===== config.mk =====
export PLATFORM = sky130hd
export DESIGN_NAME = decode_stage
export DESIGN_NICKNAME = d
export VERILOG_FILES = /design/src/rtl/decode_stage.sv
export SDC_FILE = /design/constraint.sdc
export NUM_CORES = 1
export LEC_CHECK = 0
export ABC_AREA = 1
export ABC_CLOCK_PERIOD_IN_PS = 3970
export CAP_MARGIN = 20
export CORE_AREA = 4 4 221 223
export DETAILED_ROUTE_END_ITERATION = 7
export DIE_AREA = 0 0 225 227
export PLACE_DENSITY = 0.87
export SETUP_SLACK_MARGIN = 0.2
export SKIP_LAST_GASP = 1
export SYNTH_ARGS = -nofsm -noshare
export SYNTH_HDL_FRONTEND = slang
export SYNTH_SLANG_ARGS = --single-unit

===== constraint.sdc =====
create_clock -name clk -period 3.97 [get_ports clk]
set_clock_uncertainty 0.1 [all_clocks]
set_input_delay 0.794 -clock clk [delete_from_list [all_inputs] [get_ports clk]]
set_output_delay 0.794 -clock clk [all_outputs]
set_load 0.1 [all_outputs]

===== src/rtl/decode_stage.sv =====
// ---------------------------------------------------------------------------
// decode_stage
//   Registered multi-lane RV64I decode stage sitting between fetch and
//   register-read/issue. Every cycle it can accept one fetch group of LANES
//   32-bit instructions and decodes each lane into register indices, register
//   enables, a sign-extended immediate, raw funct/opcode fields and an illegal
//   flag. A two-entry output buffer (main + skid) keeps in_ready a function of
//   registered state only, so fetch never sees a combinational path from the
//   consumer's out_ready.
//
// Optional feature macro: DECODE_PERF_EN
//   Defined   -> three 32-bit wrapping delivery counters (groups, valid lanes,
//                valid illegal lanes), cleared by reset only.
//   Undefined -> perf_* ports are tied to zero and no counter logic exists.
//
// Ports
//   clk, reset          clock; synchronous active-high reset
//   flush               drop every buffered group and any incoming group
//   in_valid/in_ready   fetch-side handshake
//   in_pc               PC of lane 0
//   in_inst             lane i instruction at [32*i+31:32*i]
//   in_mask             per-lane instruction present
//   out_valid/out_ready issue-side handshake
//   out_pc              per-lane PC (in_pc + 4*i)
//   out_lane_valid      per-lane valid after killing lanes behind an illegal one
//   out_rs1/rs2/rd      register indices, 5 bits per lane
//   out_en_rs1/rs2/rd   register-use enables
//   out_imm             sign-extended immediate, XLEN bits per lane
//   out_funct3/funct7/op raw instruction fields
//   out_illegal         lane holds an illegal instruction
//   perf_groups/insts/illegal  delivery counters (see macro above)
// ---------------------------------------------------------------------------
module decode_stage #(
  parameter int LANES = 2,
  parameter int XLEN  = 64
) (
  input  logic                  clk,
  input  logic                  reset,
  input  logic                  flush,
  input  logic                  in_valid,
  output logic                  in_ready,
  input  logic [XLEN-1:0]       in_pc,
  input  logic [32*LANES-1:0]   in_inst,
  input  logic [LANES-1:0]      in_mask,
  output logic                  out_valid,
  input  logic                  out_ready,
  output logic [XLEN*LANES-1:0] out_pc,
  output logic [LANES-1:0]      out_lane_valid,
  output logic [5*LANES-1:0]    out_rs1,
  output logic [5*LANES-1:0]    out_rs2,
  output logic [5*LANES-1:0]    out_rd,
  output logic [LANES-1:0]      out_en_rs1,
  output logic [LANES-1:0]      out_en_rs2,
  output logic [LANES-1:0]      out_en_rd,
  output logic [XLEN*LANES-1:0] out_imm,
  output logic [3*LANES-1:0]    out_funct3,
  output logic [7*LANES-1:0]    out_funct7,
  output logic [7*LANES-1:0]    out_op,
  output logic [LANES-1:0]      out_illegal,
  output logic [31:0]           perf_groups,
  output logic [31:0]           perf_insts,
  output logic [31:0]           perf_illegal
);

  localparam logic [6:0] OPC_LUI       = 7'b0110111;
  localparam logic [6:0] OPC_AUIPC     = 7'b0010111;
  localparam logic [6:0] OPC_JAL       = 7'b1101111;
  localparam logic [6:0] OPC_JALR      = 7'b1100111;
  localparam logic [6:0] OPC_BRANCH    = 7'b1100011;
  localparam logic [6:0] OPC_LOAD      = 7'b0000011;
  localparam logic [6:0] OPC_STORE     = 7'b0100011;
  localparam logic [6:0] OPC_OP_IMM    = 7'b0010011;
  localparam logic [6:0] OPC_OP_IMM_32 = 7'b0011011;
  localparam logic [6:0] OPC_OP        = 7'b0110011;
  localparam logic [6:0] OPC_OP_32     = 7'b0111011;
  localparam logic [6:0] OPC_MISC_MEM  = 7'b0001111;
  localparam logic [6:0] OPC_SYSTEM    = 7'b1110011;

  typedef enum logic [1:0] {
    S_EMPTY,
    S_ONE,
    S_TWO
  } state_e;

  // Opcode-dependent part of one lane's decode.
  typedef struct packed {
    logic            en_rs1;
    logic            en_rs2;
    logic            en_rd;
    logic [XLEN-1:0] imm;
    logic            illegal;
  } lane_dec_t;

  // One fully decoded fetch group, laid out so each field maps straight
  // onto its flattened output port.
  typedef struct packed {
    logic [LANES-1:0][XLEN-1:0] pc;
    logic [LANES-1:0]           lane_valid;
    logic [LANES-1:0][4:0]      rs1;
    logic [LANES-1:0][4:0]      rs2;
    logic [LANES-1:0][4:0]      rd;
    logic [LANES-1:0]           en_rs1;
    logic [LANES-1:0]           en_rs2;
    logic [LANES-1:0]           en_rd;
    logic [LANES-1:0][XLEN-1:0] imm;
    logic [LANES-1:0][2:0]      funct3;
    logic [LANES-1:0][6:0]      funct7;
    logic [LANES-1:0][6:0]      op;
    logic [LANES-1:0]           illegal;
  } group_t;

  function automatic lane_dec_t decode_lane(input logic [31:0] inst);
    lane_dec_t       d;
    logic [2:0]      f3;
    logic [XLEN-1:0] imm_i, imm_s, imm_b, imm_u, imm_j;
    f3    = inst[14:12];
    imm_i = {{(XLEN-12){inst[31]}}, inst[31:20]};
    imm_s = {{(XLEN-12){inst[31]}}, inst[31:25], inst[11:7]};
    imm_b = {{(XLEN-13){inst[31]}}, inst[31], inst[7], inst[30:25], inst[11:8], 1'b0};
    imm_u = {{(XLEN-32){inst[31]}}, inst[31:12], 12'b0};
    imm_j = {{(XLEN-21){inst[31]}}, inst[31], inst[19:12], inst[20], inst[30:21], 1'b0};
    d = '0;
    case (inst[6:0])
      OPC_LUI, OPC_AUIPC: begin
        d.imm   = imm_u;
        d.en_rd = 1'b1;
      end
      OPC_JAL: begin
        d.imm   = imm_j;
        d.en_rd = 1'b1;
      end
      OPC_JALR: begin
        d.imm     = imm_i;
        d.en_rs1  = 1'b1;
        d.en_rd   = 1'b1;
        d.illegal = (f3 != 3'b000);
      end
      OPC_BRANCH: begin
        d.imm     = imm_b;
        d.en_rs1  = 1'b1;
        d.en_rs2  = 1'b1;
        d.illegal = (f3[2:1] == 2'b01);   // funct3 010/011 are unassigned
      end
      OPC_LOAD: begin
        d.imm     = imm_i;
        d.en_rs1  = 1'b1;
        d.en_rd   = 1'b1;
        d.illegal = (f3 == 3'b111);
      end
      OPC_STORE: begin
        d.imm     = imm_s;
        d.en_rs1  = 1'b1;
        d.en_rs2  = 1'b1;
        d.illegal = f3[2];
      end
      OPC_OP_IMM, OPC_OP_IMM_32: begin
        d.imm    = imm_i;
        d.en_rs1 = 1'b1;
        d.en_rd  = 1'b1;
      end
      OPC_OP, OPC_OP_32: begin
        d.en_rs1 = 1'b1;
        d.en_rs2 = 1'b1;
        d.en_rd  = 1'b1;
      end
      OPC_MISC_MEM, OPC_SYSTEM: ;
      default: d.illegal = 1'b1;         // also catches inst[1:0] != 2'b11
    endcase
    if (d.illegal) begin
      d.imm    = '0;
      d.en_rs1 = 1'b0;
      d.en_rs2 = 1'b0;
      d.en_rd  = 1'b0;
    end
    if (inst[11:7] == 5'd0) d.en_rd = 1'b0;
    return d;
  endfunction

  state_e    state_q, state_d;
  group_t    main_q, main_d;
  group_t    skid_q, skid_d;
  group_t    dec;
  lane_dec_t lane_dec;
  logic      killed;
  logic      accept, deliver;

  assign out_valid = (state_q != S_EMPTY);
  assign in_ready  = (state_q != S_TWO);
  assign accept    = in_valid && in_ready;
  assign deliver   = out_valid && out_ready;

  // Decode the incoming group. A lane behind the first present illegal lane
  // is killed; the illegal lane itself stays valid so issue can trap on it.
  always_comb begin
    // NOTE: every variable written here gets a default first so no path
    // leaves it unassigned, which would otherwise infer a latch.
    dec      = '0;
    lane_dec = '0;
    killed   = 1'b0;
    for (int i = 0; i < LANES; i++) begin
      lane_dec          = decode_lane(in_inst[32*i +: 32]);
      dec.pc[i]         = in_pc + XLEN'(4 * i);
      dec.rs1[i]        = in_inst[32*i+15 +: 5];
      dec.rs2[i]        = in_inst[32*i+20 +: 5];
      dec.rd[i]         = in_inst[32*i+7 +: 5];
      dec.funct3[i]     = in_inst[32*i+12 +: 3];
      dec.funct7[i]     = in_inst[32*i+25 +: 7];
      dec.op[i]         = in_inst[32*i +: 7];
      dec.en_rs1[i]     = lane_dec.en_rs1;
      dec.en_rs2[i]     = lane_dec.en_rs2;
      dec.en_rd[i]      = lane_dec.en_rd;
      dec.imm[i]        = lane_dec.imm;
      dec.illegal[i]    = lane_dec.illegal;
      dec.lane_valid[i] = in_mask[i] && !killed;
      if (in_mask[i] && lane_dec.illegal) killed = 1'b1;
    end
  end

  // Output buffer control. Main always holds the oldest group; skid only
  // fills when main is stalled, which preserves delivery order.
  always_comb begin
    state_d = state_q;
    main_d  = main_q;
    skid_d  = skid_q;
    if (flush) begin
      state_d = S_EMPTY;
    end else begin
      case (state_q)
        S_EMPTY: begin
          if (accept) begin
            main_d  = dec;
            state_d = S_ONE;
          end
        end
        S_ONE: begin
          if (accept && deliver) begin
            main_d = dec;
          end else if (accept) begin
            skid_d  = dec;
            state_d = S_TWO;
          end else if (deliver) begin
            state_d = S_EMPTY;
          end
        end
        S_TWO: begin
          if (deliver) begin
            main_d  = skid_q;
            state_d = S_ONE;
          end
        end
        default: state_d = S_EMPTY;
      endcase
    end
  end

  always_ff @(posedge clk) begin
    // NOTE: sequential state uses non-blocking assignments so every register
    // samples pre-edge values regardless of statement order.
    if (reset) begin
      state_q <= S_EMPTY;
      // NOTE: the data registers are reset too, so outputs read as zero
      // straight after reset instead of stale or unknown contents.
      main_q  <= '0;
      skid_q  <= '0;
    end else begin
      state_q <= state_d;
      main_q  <= main_d;
      skid_q  <= skid_d;
    end
  end

  assign out_pc         = main_q.pc;
  assign out_lane_valid = main_q.lane_valid;
  assign out_rs1        = main_q.rs1;
  assign out_rs2        = main_q.rs2;
  assign out_rd         = main_q.rd;
  assign out_en_rs1     = main_q.en_rs1;
  assign out_en_rs2     = main_q.en_rs2;
  assign out_en_rd      = main_q.en_rd;
  assign out_imm        = main_q.imm;
  assign out_funct3     = main_q.funct3;
  assign out_funct7     = main_q.funct7;
  assign out_op         = main_q.op;
  assign out_illegal    = main_q.illegal;

`ifdef DECODE_PERF_EN
  function automatic logic [31:0] popcount(input logic [LANES-1:0] v);
    logic [31:0] n;
    n = '0;
    for (int i = 0; i < LANES; i++) n = n + 32'(v[i]);
    return n;
  endfunction

  logic [31:0] perf_groups_q, perf_insts_q, perf_illegal_q;

  // Counters follow delivered groups only; flush deliberately leaves them.
  always_ff @(posedge clk) begin
    if (reset) begin
      perf_groups_q  <= '0;
      perf_insts_q   <= '0;
      perf_illegal_q <= '0;
    end else if (deliver) begin
      perf_groups_q  <= perf_groups_q + 32'd1;
      perf_insts_q   <= perf_insts_q + popcount(main_q.lane_valid);
      perf_illegal_q <= perf_illegal_q + popcount(main_q.lane_valid & main_q.illegal);
    end
  end

  assign perf_groups  = perf_groups_q;
  assign perf_insts   = perf_insts_q;
  assign perf_illegal = perf_illegal_q;
`else
  assign perf_groups  = '0;
  assign perf_insts   = '0;
  assign perf_illegal = '0;
`endif

endmodule

## After elaboration in Yosys (flattened, before gate mapping)

Cells that the tools add are included.

| cells by class | value |
|---|---|
| shift operators | 0 |
| mux-type cells | 25 |
| multipliers | 0 |
| $lt $le $gt $ge | 0 |
| eq/ne operators | 38 |
| $add $sub $neg | 1 |
| divide/modulo/power cells | 0 |
| bitwise logic cells | 2 |
| reductions and logical operators | 29 |

Operators by type and width:

| cell | number |
|---|---|
| 330-bit 2-to-1 mux | 3 |
| 330-bit one-hot mux with 3 select lines | 1 |
| 64-bit one-hot mux with 5 select lines | 2 |
| 67-bit 2-to-1 mux | 2 |
| 64-bit by 3-bit adder with 64-bit output (second input constant) | 1 |
| 7-bit by 6-bit == test with 1-bit output (second input constant) | 8 |
| 7-bit == test (second input constant) | 8 |
| 7-bit by 5-bit == test with 1-bit output (second input constant) | 6 |
| 9-bit OR reduction | 4 |
| 4-bit OR reduction | 4 |
| 8-bit OR reduction | 2 |
| 7-bit by 2-bit == test with 1-bit output (second input constant) | 2 |
| 7-bit by 4-bit == test with 1-bit output (second input constant) | 2 |
| 5-bit zero test | 2 |
| 2-bit 2-to-1 mux | 5 |
| 2-bit != test (second input constant) | 5 |
| 1-bit one-hot mux with 5 select lines | 2 |
| 1-bit 2-to-1 mux | 9 |
| 3-bit nonzero test | 3 |
| 4-bit AND reduction | 2 |
| 2-bit by 1-bit == test with 1-bit output (second input constant) | 3 |
| 3-bit == test (second input constant) | 2 |
| 2-bit one-hot mux with 3 select lines | 1 |
| 2-bit OR reduction | 3 |
| 8 further kinds | 13 |

| word-level totals | value |
|---|---|
| input port bits | 135 |
| output and inout port bits | 428 |
| bits in latches | 0 |
| bits in registers | 662 |
| RAM bits | 0 |
| logic and storage cells | 138 |
| bits in read-only memories | 0 |
| memories | 0 |

## Logic depth before layout (Yosys ltp)

| depth | value |
|---|---|
| word-level depth | 9 |
| depth in mapped cells | 14 |
| depth with buffers taken out | 12 |

## Least setup slack after synthesis

Ideal clock, no wire load.

| path | value |
|---|---|
| kind | register to output |
| start | register, netlist name out_imm[126] |
| end | output out_imm[100] |
| setup slack | 1.150 ns |
| stages on the path, launching flop included | 2 |
| arrival time | 1.926 ns |
| data required time | 3.076 ns |
| path through | dfxtp_1 -> buf_4 |

RTL lines:

| what | RTL line | RTL |
|---|---|---|
| to (decl) | 55 | `output logic [XLEN*LANES-1:0] out_imm,` |

## Worst setup path in the final report

| path | value |
|---|---|
| start | register main_q (netlist bit out_pc[94]) |
| end | output out_pc[94] |

RTL lines:

| what | RTL line | RTL |
|---|---|---|
| from (decl) | 180 | `group_t main_q, main_d;` |
| from (signal assigned) | 267 | `main_q <= main_d;` |
| to (decl) | 47 | `output logic [XLEN*LANES-1:0] out_pc,` |

No word-level cell between the ends.

==> results by group <==
Placement
  • HPWL after DPL: just under 60 mm
  • PortBufs: 466
  • RD Place Congestion: 1.01
  • Placed cell areas: 29,200 um^2
  • Placed Cells: around 4,400
  • Dpl ws: 0.477 ns

STA
  • Fmax: 317 MHz
  • Finish-stage setup viols: 0
  • Setup WS post-layout: 0.812 ns
  • Final Cycle Share: 79.6%
  • Final worst path period need: 3.16 ns
  • Final hold slack: 0.342 ns
  • RSZ-0062 raised after global routing: false
  • Sum Neg Setup Slack: 0 ns
  • Final hold viol count: 0
  • Fin. max-slew vios: 0
  • Relative max-transition margin: 24.6%
  • Least-Margin Pin Slew: approximately 1.1 ns

Critical path
  • CP top delay family: buffers and inverters
  • CP bufs+invs: 1
  • R2R Path Start: state_q[1]
  • Critical path type: reg -> out
  • Flop2flop setup slack: 1.14 ns
  • Worst-path fanout max: 2
  • CP Launch Type: flip-flop
  • CP Cell Sequence: clkdlybuf4s50_1
  • Critical Path Slowest Stage Cell: clkdlybuf4s50_1
  • Req. time, crit path: 3.08 ns
  • Crit-path max cell delay: 1.25 ns
  • Worst r2r dst: out_rs2[8]
  • Setup crit end kind: primary output
  • Worst r2r path cells: 6
  • Arr. time, crit path: between 2 and 2.5 ns

Worst hold path
  • Hold Crit Start: skid_q[269]
  • Hold/Removal Path Class: reg -> reg
  • Hold Path Cell Cnt: 2
  • Hold Path End: skid_q[269]

Clock tree
  • Post-CTS Resized: 0
  • Clock root cell: clkbuf_16
  • CTS Buf Count: 55
  • CTS tree: yes
  • Htree depth: 2
  • Clock Sinks: 530
  • Hold buffers post-CTS: 0
  • Setup Buffers After CTS: 0
  • Max Root-Sink Buffers: 3
  • Clock Latency Late Sink: 0.64 ns
  • Worst-path clk slew: ~0.06 ns

Synth
  • FFs w/ async S/R, synth: 0%
  • Syn Inst Count: 3,583
  • Synth top area share: about two fifths
  • Top cells by area, synth: dfxtp_1 42%, o21ai_0 10%, nand2_1 9.8%
  • Netlist cell types: 48
  • Synth Warn #: 0
  • Mean area per synthesized cell: 7.13 um^2
  • Synth Register Bits: 530
  • Commonest cells post-synth: 666 x nand2_1, 532 x o21ai_0, 530 x dfxtp_1
  • Post-synth EDFFs: 0
  • Top_reg_cell synth: dfxtp_1
  • Count leader, synth: nand2_1
  • Synth Cell Area: 25,500 um^2
  • Sequential share of the synthesized area: roughly 42%
  • Biggest area consumer among synthesized cells: dfxtp_1

Die
  • Horiz. Die Dim: about 230 um
  • Initial core utilization: 54.8%
  • Area of the core: ~47,000 um^2
  • Die height: 227 um
  • Ports: between 500 and 600
  • # rows: 79
  • Die area: 51,100 um^2

Layout
  • Design area: 31,200 um^2
  • Filler cells: 3,903
  • Layout Cells excl Fill: 4,471
  • Share of cells above drive strength 1: a little under 9%
  • NumNets Final: approximately 4,000
  • Area Growth Syn to Fin: 22.0%

Power
  • LEAKAGE: 12.8 nW
  • Peak supply drop: 365 uV
  • PD cells: 472 nW/um^2

Routing
  • Initial DRC count: 2,918
  • Total iterations of the first detailed-routing run: 6
  • Detailed-route DRC error count: 0
  • DR vias/cell: 5.70
  • Post-Route WL: 86.6 mm
  • Routed via count: 25,500
  • Routed Antenna Nets: 0
  • DR WL/cell: ~19 um

GRT
  • Initial antenna violation count: 6
  • GR Overflow Total: 0
  • First-pass GRT wire length: 131 mm
  • Gr usage total: a little under a third
  • Largest net degree at the start of global routing: roughly 230
  • Number of global-route vias before repair: 23,200

Run
  • Max Cap Viol: 0

Outcome
  • Outcome: finished clean
## report_power, final
group	leakage [nW]	internal [W]	switching [W]	total (W)
logic	7.52	0.000736	0.00293	0.00367
registers	4.33	0.00557	0.000144	0.00572
clock network	0.926	0.00310	0.00223	0.00533
## worst max path at each step
stage | start | to | cells past startpoint
6_report | out_pc[94] | out_pc[94] | 1
5_1_grt | out_pc[94] | out_pc[94] | 1
4_1_cts | out_pc[94] | out_pc[94] | 1
3_5_place_dp | in_inst[0] | out_imm[13] | 11
3_3_place_gp | in_inst[0] | skid_q[0] | 12
2_1_floorplan | out_imm[126] | out_imm[100] | 1
## layer usage
layer  routed length [um]  part of all wire [%]  track usage (%)
met4                 3900                   4.5             13.4
met3                 8570                   9.9             7.74
met2                41200                    48             52.9
met1                32900                    38             39.1
met5                   37                 0.043                0
## cell usage in the layout, fill, tap and decap left out, types with 33 or more instances in the layout
cell type / n
nand2_1: 665
o21ai_0: 532
dfxtp_1: 530
a21oi_1: 406
clkdlybuf4s50_1: 380
nor2_1: 296
inv_1: 214
a31oi_1: 129
nand3_1: 115
buf_4: 108
conb_1: 96
clkbuf_16: 55
nand4_1: 53
a21oi_2: 40
nand2_2: 33
## layout make-up
cell class | count | area, um^2 | area share, %
repair buffers | 506 | 4970 | 16.0
clock buffers | 83 | 1670 | 5.36
inverters | 227 | 885 | 2.84
well taps | 607 | 759 | 2.44
flip-flops and latches | 530 | 10600 | 34.0
multi-input cells | 2499 | 12100 | 38.7
diodes | 2 | 5.00 | 0.0161
clock inverters | 17 | 203 | 0.650
## per-stage QoR
stage               utilization, %  total power (W)
detailed placement            62.8          0.00946
floorplan                        -          0.00867
finish                        66.9           0.0147
CTS                           66.8           0.0147
global route                  66.9           0.0151
global placement              62.8          0.00944
## logic make-up after synthesis
family                   Yosys count  share of synthesized area (%)
flip-flops                       530                           41.6
AO/OA/AOI/OAI                   1131                           23.6
other                              1                         0.0147
adder cells (fa/ha/maj)            1                         0.0490
buffers and inverters            649                           12.7
AND/OR/NAND/NOR                 1238                           20.9
XOR/XNOR                          33                           1.13
## state kept, by name (all words and copies together), names as in the netlist
name,count
out_illegal,2
out_pc,126
out_funct3,6
state_q,2
out_en_rs2,2
out_rs1,10
out_en_rd,2
skid_q,264
out_funct7,14
out_rs2,10
out_op,14
out_lane_valid,2
out_en_rs1,2
out_imm,64
out_rd,10
Power figures use the tool's default switching activity.
